## src/rtl/apb4_cpuif_bridge.sv

```systemverilog
// ---------------------------------------------------------------------------
// apb4_cpuif_bridge
//
// Converts an APB4 slave port into the regblock's request/acknowledge CPU
// interface. At most one transaction is outstanding at a time. The regblock's
// stall signals are honoured, and read data and errors are returned on the
// APB response.
//
// Ports:
//   clk, arst_n           clock (rising edge), async active-low reset
//   s_apb_*               APB4 slave port (psel/penable/pwrite/paddr/pwdata/
//                         pstrb in; pready/prdata/pslverr out)
//   cpuif_req*            request, direction, word address, write data and
//                         per-bit write enable toward the regblock
//   cpuif_req_stall_*     regblock back-pressure, selected by direction
//   cpuif_rd_* / wr_*     regblock completion (ack, err, read data)
//
// FSM states:
//   state   | meaning
//   --------+----------------------------------------------------------
//   ST_IDLE | waiting for an APB setup phase; fields are captured there
//   ST_REQ  | cpuif_req high; held while the direction's stall is high
//   ST_WAIT | request accepted; waiting for the matching ack
//   ST_DONE | pready high for one cycle with prdata/pslverr valid
// ---------------------------------------------------------------------------
module apb4_cpuif_bridge #(
    parameter int ADDR_WIDTH = 16,
    parameter int DATA_WIDTH = 32
) (
    input  logic                    clk,
    input  logic                    arst_n,

    input  logic                    s_apb_psel,
    input  logic                    s_apb_penable,
    input  logic                    s_apb_pwrite,
    input  logic [ADDR_WIDTH-1:0]   s_apb_paddr,
    input  logic [DATA_WIDTH-1:0]   s_apb_pwdata,
    input  logic [DATA_WIDTH/8-1:0] s_apb_pstrb,
    output logic                    s_apb_pready,
    output logic [DATA_WIDTH-1:0]   s_apb_prdata,
    output logic                    s_apb_pslverr,

    output logic                    cpuif_req,
    output logic                    cpuif_req_is_wr,
    output logic [ADDR_WIDTH-1:0]   cpuif_addr,
    output logic [DATA_WIDTH-1:0]   cpuif_wr_data,
    output logic [DATA_WIDTH-1:0]   cpuif_wr_biten,
    input  logic                    cpuif_req_stall_wr,
    input  logic                    cpuif_req_stall_rd,
    input  logic                    cpuif_rd_ack,
    input  logic                    cpuif_rd_err,
    input  logic [DATA_WIDTH-1:0]   cpuif_rd_data,
    input  logic                    cpuif_wr_ack,
    input  logic                    cpuif_wr_err
);

    localparam int STRB = DATA_WIDTH / 8;
    // Clears the byte-offset bits so the regblock always sees a word address.
    localparam logic [ADDR_WIDTH-1:0] ADDR_MASK = ~ADDR_WIDTH'(STRB - 1);

    typedef enum logic [1:0] {
        ST_IDLE = 2'd0,
        ST_REQ  = 2'd1,
        ST_WAIT = 2'd2,
        ST_DONE = 2'd3
    } state_t;

    state_t                state_q,   state_d;
    logic                  is_wr_q,   is_wr_d;
    logic [ADDR_WIDTH-1:0] addr_q,    addr_d;
    logic [DATA_WIDTH-1:0] wr_data_q, wr_data_d;
    logic [DATA_WIDTH-1:0] biten_q,   biten_d;
    logic [DATA_WIDTH-1:0] prdata_q,  prdata_d;
    logic                  pslverr_q, pslverr_d;
    logic                  pready_q,  pready_d;
    // Set when psel drops mid-transfer; the regblock access still finishes
    // but its response is thrown away.
    logic                  abort_q,   abort_d;

    logic                  stall_sel;
    logic                  ack_sel;
    logic                  err_sel;
    logic                  complete;
    logic [DATA_WIDTH-1:0] strb_bits;

    always_comb begin
        strb_bits = '0;
        for (int i = 0; i < STRB; i++) begin
            strb_bits[8*i +: 8] = {8{s_apb_pstrb[i]}};
        end
    end

    assign stall_sel = is_wr_q ? cpuif_req_stall_wr : cpuif_req_stall_rd;
    assign ack_sel   = is_wr_q ? cpuif_wr_ack       : cpuif_rd_ack;
    assign err_sel   = is_wr_q ? cpuif_wr_err       : cpuif_rd_err;

    always_comb begin
        state_d   = state_q;
        is_wr_d   = is_wr_q;
        addr_d    = addr_q;
        wr_data_d = wr_data_q;
        biten_d   = biten_q;
        abort_d   = abort_q;
        pready_d  = 1'b0;
        prdata_d  = '0;
        pslverr_d = 1'b0;
        complete  = 1'b0;

        case (state_q)
            ST_IDLE: begin
                abort_d = 1'b0;
                // Only a setup phase launches; a lingering access phase
                // after completion must not re-issue the transfer.
                if (s_apb_psel && !s_apb_penable) begin
                    is_wr_d   = s_apb_pwrite;
                    addr_d    = s_apb_paddr & ADDR_MASK;
                    wr_data_d = s_apb_pwrite ? s_apb_pwdata : '0;
                    biten_d   = s_apb_pwrite ? strb_bits : '0;
                    state_d   = ST_REQ;
                end
            end
            ST_REQ: begin
                if (!s_apb_psel) abort_d = 1'b1;
                if (!stall_sel) begin
                    if (ack_sel) complete = 1'b1;
                    else         state_d  = ST_WAIT;
                end
            end
            ST_WAIT: begin
                if (!s_apb_psel) abort_d = 1'b1;
                if (ack_sel) complete = 1'b1;
            end
            ST_DONE: begin
                state_d = ST_IDLE;
            end
            default: begin
                state_d = ST_IDLE;
            end
        endcase

        if (complete) begin
            if (abort_d) begin
                state_d = ST_IDLE;
            end else begin
                state_d   = ST_DONE;
                pready_d  = 1'b1;
                prdata_d  = is_wr_q ? '0 : cpuif_rd_data;
                pslverr_d = err_sel;
            end
        end
    end

    always_ff @(posedge clk or negedge arst_n) begin
        if (!arst_n) begin
            state_q   <= ST_IDLE;
            is_wr_q   <= 1'b0;
            addr_q    <= '0;
            wr_data_q <= '0;
            biten_q   <= '0;
            prdata_q  <= '0;
            pslverr_q <= 1'b0;
            pready_q  <= 1'b0;
            abort_q   <= 1'b0;
        end else begin
            state_q   <= state_d;
            is_wr_q   <= is_wr_d;
            addr_q    <= addr_d;
            wr_data_q <= wr_data_d;
            biten_q   <= biten_d;
            prdata_q  <= prdata_d;
            pslverr_q <= pslverr_d;
            pready_q  <= pready_d;
            abort_q   <= abort_d;
        end
    end

    // Decoded from the state flop only, so no APB input reaches cpuif_req
    // combinationally.
    assign cpuif_req       = (state_q == ST_REQ);
    assign cpuif_req_is_wr = is_wr_q;
    assign cpuif_addr      = addr_q;
    assign cpuif_wr_data   = wr_data_q;
    assign cpuif_wr_biten  = biten_q;

    assign s_apb_pready    = pready_q;
    assign s_apb_prdata    = prdata_q;
    assign s_apb_pslverr   = pslverr_q;

endmodule

```

## config.mk

```make
export PLATFORM = sky130hd
export DESIGN_NAME = apb4_cpuif_bridge
export DESIGN_NICKNAME = d
export VERILOG_FILES = /design/src/rtl/apb4_cpuif_bridge.sv
export SDC_FILE = /design/constraint.sdc
export NUM_CORES = 1
export LEC_CHECK = 0
export CORE_UTILIZATION = 41
export DETAILED_ROUTE_END_ITERATION = 6
export PLACE_DENSITY = 0.86
export SYNTH_ARGS = -nofsm -noshare
export SYNTH_HDL_FRONTEND = slang
export SYNTH_SLANG_ARGS = --single-unit
```

## constraint.sdc

```tcl
create_clock -name clk -period 4.6 [get_ports clk]
set_input_delay 0.46 -clock clk [delete_from_list [all_inputs] [get_ports clk]]
set_output_delay 0.46 -clock clk [all_outputs]
set_load 0.02 [all_outputs]
```

==> run_results.csv <==
group,metric,value,unit
outcome,status,"finished clean",
power_and_ir_drop,comb_power_share,49.6,%
clocking,clk_latency,350,ps
critical_path,ff2ff_path_depth,6,
power_and_ir_drop,sequentialPowerShare,35.9,%
synth,synth_area_per_cell,11.2,µm²
critical_path,cp-startpoint,"state_q[1]",
final_layout,fill_cells,613,
synth,synth_adder_area_share,1.72,%
timing,clock.fmax,0.440,GHz
power_and_ir_drop,switching_share,37.8,%
clocking,post-cts-setup-buffer-count,0,
critical_path,crit_family,"buffers and inverters",
critical_path,slowest_stage,"clkdlybuf4s50_1",
global_route,grt_usage,19.6,%
critical_path,rrSetupSlack,2510,ps
critical_path,timing.rr.start,"state_q[1]",
final_layout,nNetsFinal,600,
placed_design,place_area,5540,µm²
timing,relSlewSlack,49.0,%
synth,syn_area,3640,µm²
critical_path,slowest_delay,650,ps
synth,seq_area_frac_synth,60.6,%
clocking,cts_resized,0,
drt,wl,8.93,mm
critical_path,cp_data_arrival_time,1810,ps
clocking,cts_buffers,9,
critical_path,rr_endpoint,"s_apb_prdata[31]",
critical_path,crit_chain,"inv_1 -> ha_1 -> clkdlybuf4s50_1",
timing,fin_crit,2270,ps
power_and_ir_drop,ir_drop,0.000189,V
final_layout,final_cell_mix,"clkdlybuf4s50_1, dfrtp_1, nand2_1",
clocking,cts-htree-levels,3,
final_layout,final_common_cell,"clkdlybuf4s50_1",
drt,drc,0,
synth,syn-instance-count,326,
timing,hold_viol_final,0,
clocking,cts_tree,"yes",
timing,final-setup-viol-count,0,
critical_path,cp-end-kind,"output pin",
synth,synth_warnings,0,
timing,rsz0062_at_grt,"false",
power_and_ir_drop,power_leakage,2.51,nW
synth,synth_top_family_by_area,"simple AND/OR/NAND/NOR gates",
die,dieArea,9250,µm²
global_route,overflow,0,
min_path,hp-class,"primary input to async pin",
synth,ys_ff_latch,88,
power_and_ir_drop,internal_power,2.01,mW
critical_path,cp.required,4140,ps
die,core,8380,µm²
synth,synthMuxAreaShare,5.20,%
power_and_ir_drop,power_density,566,nW/µm²
die,start_util,43.4,%
final_layout,fin_area,5710,µm²
final_layout,drive_above_1_share,7.54,%
drt,avgRoutedWirePerCell,14.7,µm
critical_path,cp-start-kind,"register",
synth,synth_cell_types,31,
critical_path,worst-setup-path-type,"register to output pin",
drt,drtIter0Drc,56,
final_layout,multi_input_area,1100,µm²
timing,finalMaxSlewViolations,0,
die,ios,211,
critical_path,crit_fanout,5,
global_route,grt_pass1_vias,2766,
timing,fin_crit_sh,49.4,%
clocking,cts.sinks,88,
synth,yosys.area_share.simple,16.0,%
drt,vias_per_cell,4.60,
die,die_w,96.2,µm
placed_design,port_buffers,206,
die,dieHeight,96.2,µm
final_layout,antenna_cells,0,
clocking,clockBufferDepth,2,
clocking,root_buffer,"clkbuf_8",
run,maxCapViolCount,0,
critical_path,path_buf_inv,2,
drt,detail-route-antenna-nets,0,
drt,num_vias,2803,
power_and_ir_drop,switchingPower,1.22,mW
drt,drtPass1Iterations,4,
final_layout,syn2layout_area_growth,57.2,%
global_route,grt_pass1_wl,13.3,mm
placed_design,dp_hpwl,6.96,mm
synth,synth_compound_area_share,7.16,%
die,rows,33,
timing,final.setup_skew,17.9,ps
final_layout,regArea,2200,µm²
timing,setup_tns,0,ps
placed_design,gp_congestion,0.779,
clocking,cts_hold_buf,0,
global_route,grt_max_degree,81,
synth,synth_xor_area_share,0,%
timing,worst_pin_slew,762,ps
power_and_ir_drop,clkPwrFrac,14.5,%
global_route,antenna_found_initial,0,
clocking,cts.clk_slew.worst_paths,100,ps
-- state kept, by name, summed over array words and instances (netlist names) --
name / count
cpuif_wr_data: 32
abort_q: 1
s_apb_pslverr: 1
s_apb_prdata: 32
state_q: 2
s_apb_pready: 1
cpuif_req_is_wr: 1
cpuif_wr_biten: 4
cpuif_addr: 14
-- logic make-up (layout without fill, tap and decap cells) --
family / Yosys count / in the layout
simple gates: 120 / 120
mux: 17 / 17
fa+ha+maj: 5 / 5
buf+inv: 50 / 227
flops: 88 / 88
compound gates: 45 / 45
other cells: 1 / 2
-- how the worst max path moves through the flow --
stage	end	slack, ps	depth (start not counted)
6_report	cpuif_req	2330	3
5_1_grt	cpuif_req	2260	3
4_1_cts	cpuif_req	2330	3
3_5_place_dp	s_apb_prdata[31]	2280	5
3_3_place_gp	s_apb_prdata[31]	2360	5
2_1_floorplan	s_apb_prdata[0]	2880	7
-- synthesized netlist by cell type, drive strengths merged --
cell type,number,share of area (%)
a311oi,1,0.24
or2,1,0.17
nand2b,3,0.52
o21ai,37,5.1
conb,1,0.10
mux2,15,4.6
nand3,1,0.14
a211oi,1,0.21
inv,3,0.31
nand3b,1,0.21
o31ai,1,0.21
o21ba,1,0.28
clkbuf,8,0.83
a31oi,1,0.17
nand4,1,0.58
nor2b,1,0.17
dfrtp,88,61
buf,39,8.1
o21a,1,0.21
o32a,1,0.28
nand2,72,7.4
nor2,5,0.52
ha,5,1.7
and3,1,0.17
and2,33,5.7
mux2i,2,0.55
nor3,1,0.45
o22a,1,0.48
-- area by class of cell --
cell class                      count  share of cell area [%]
Clock buffer                       11                    2.47
Inverter                            3                   0.197
Multi-Input combinational cell    189                    19.3
Clock inverter                      4                   0.547
Tap cell                          105                    2.30
Timing Repair Buffer              209                    36.7
Sequential cell                    88                    38.5
-- metrics by stage --
stage | power, mW | cells | util, % | setup WS, ps | hold WS (ps)
finish | 3.23 | 609 | 68.2 | 2330 | 89.2
global route | 3.44 | 609 | 68.2 | 2260 | 129
detailed placement | 2.80 | 594 | 66.1 | 2280 | 470
CTS | 3.28 | 609 | 68.2 | 2330 | 101
floorplan | 2.08 | 327 | - | 2880 | 164
global placement | 2.75 | 594 | 66.1 | 2360 | 464
-- metal layers --
layer  vias up  GRT usage [%]  routed length [µm]  part of all wire [%]
met5         -              0                   0                     0
met4         0           8.71                 187                   2.1
met3        15           7.19                 969                    11
met2       143           36.8                4680                    52
met1      1288           18.9                3100                    35
li1       1357              -                   -                     -
-- power groups by stage --
stage | clock (mW) | sequential, mW | combinational [mW]
final | 0.470 | 1.16 | 1.60
after global routing | 0.517 | 1.20 | 1.72
after CTS | 0.489 | 1.16 | 1.62
after detailed placement | 0 | 1.18 | 1.62
after global placement | 0 | 1.16 | 1.59
after floorplan | 0 | 1.43 | 0.651
Power figures use the tool's default switching activity.
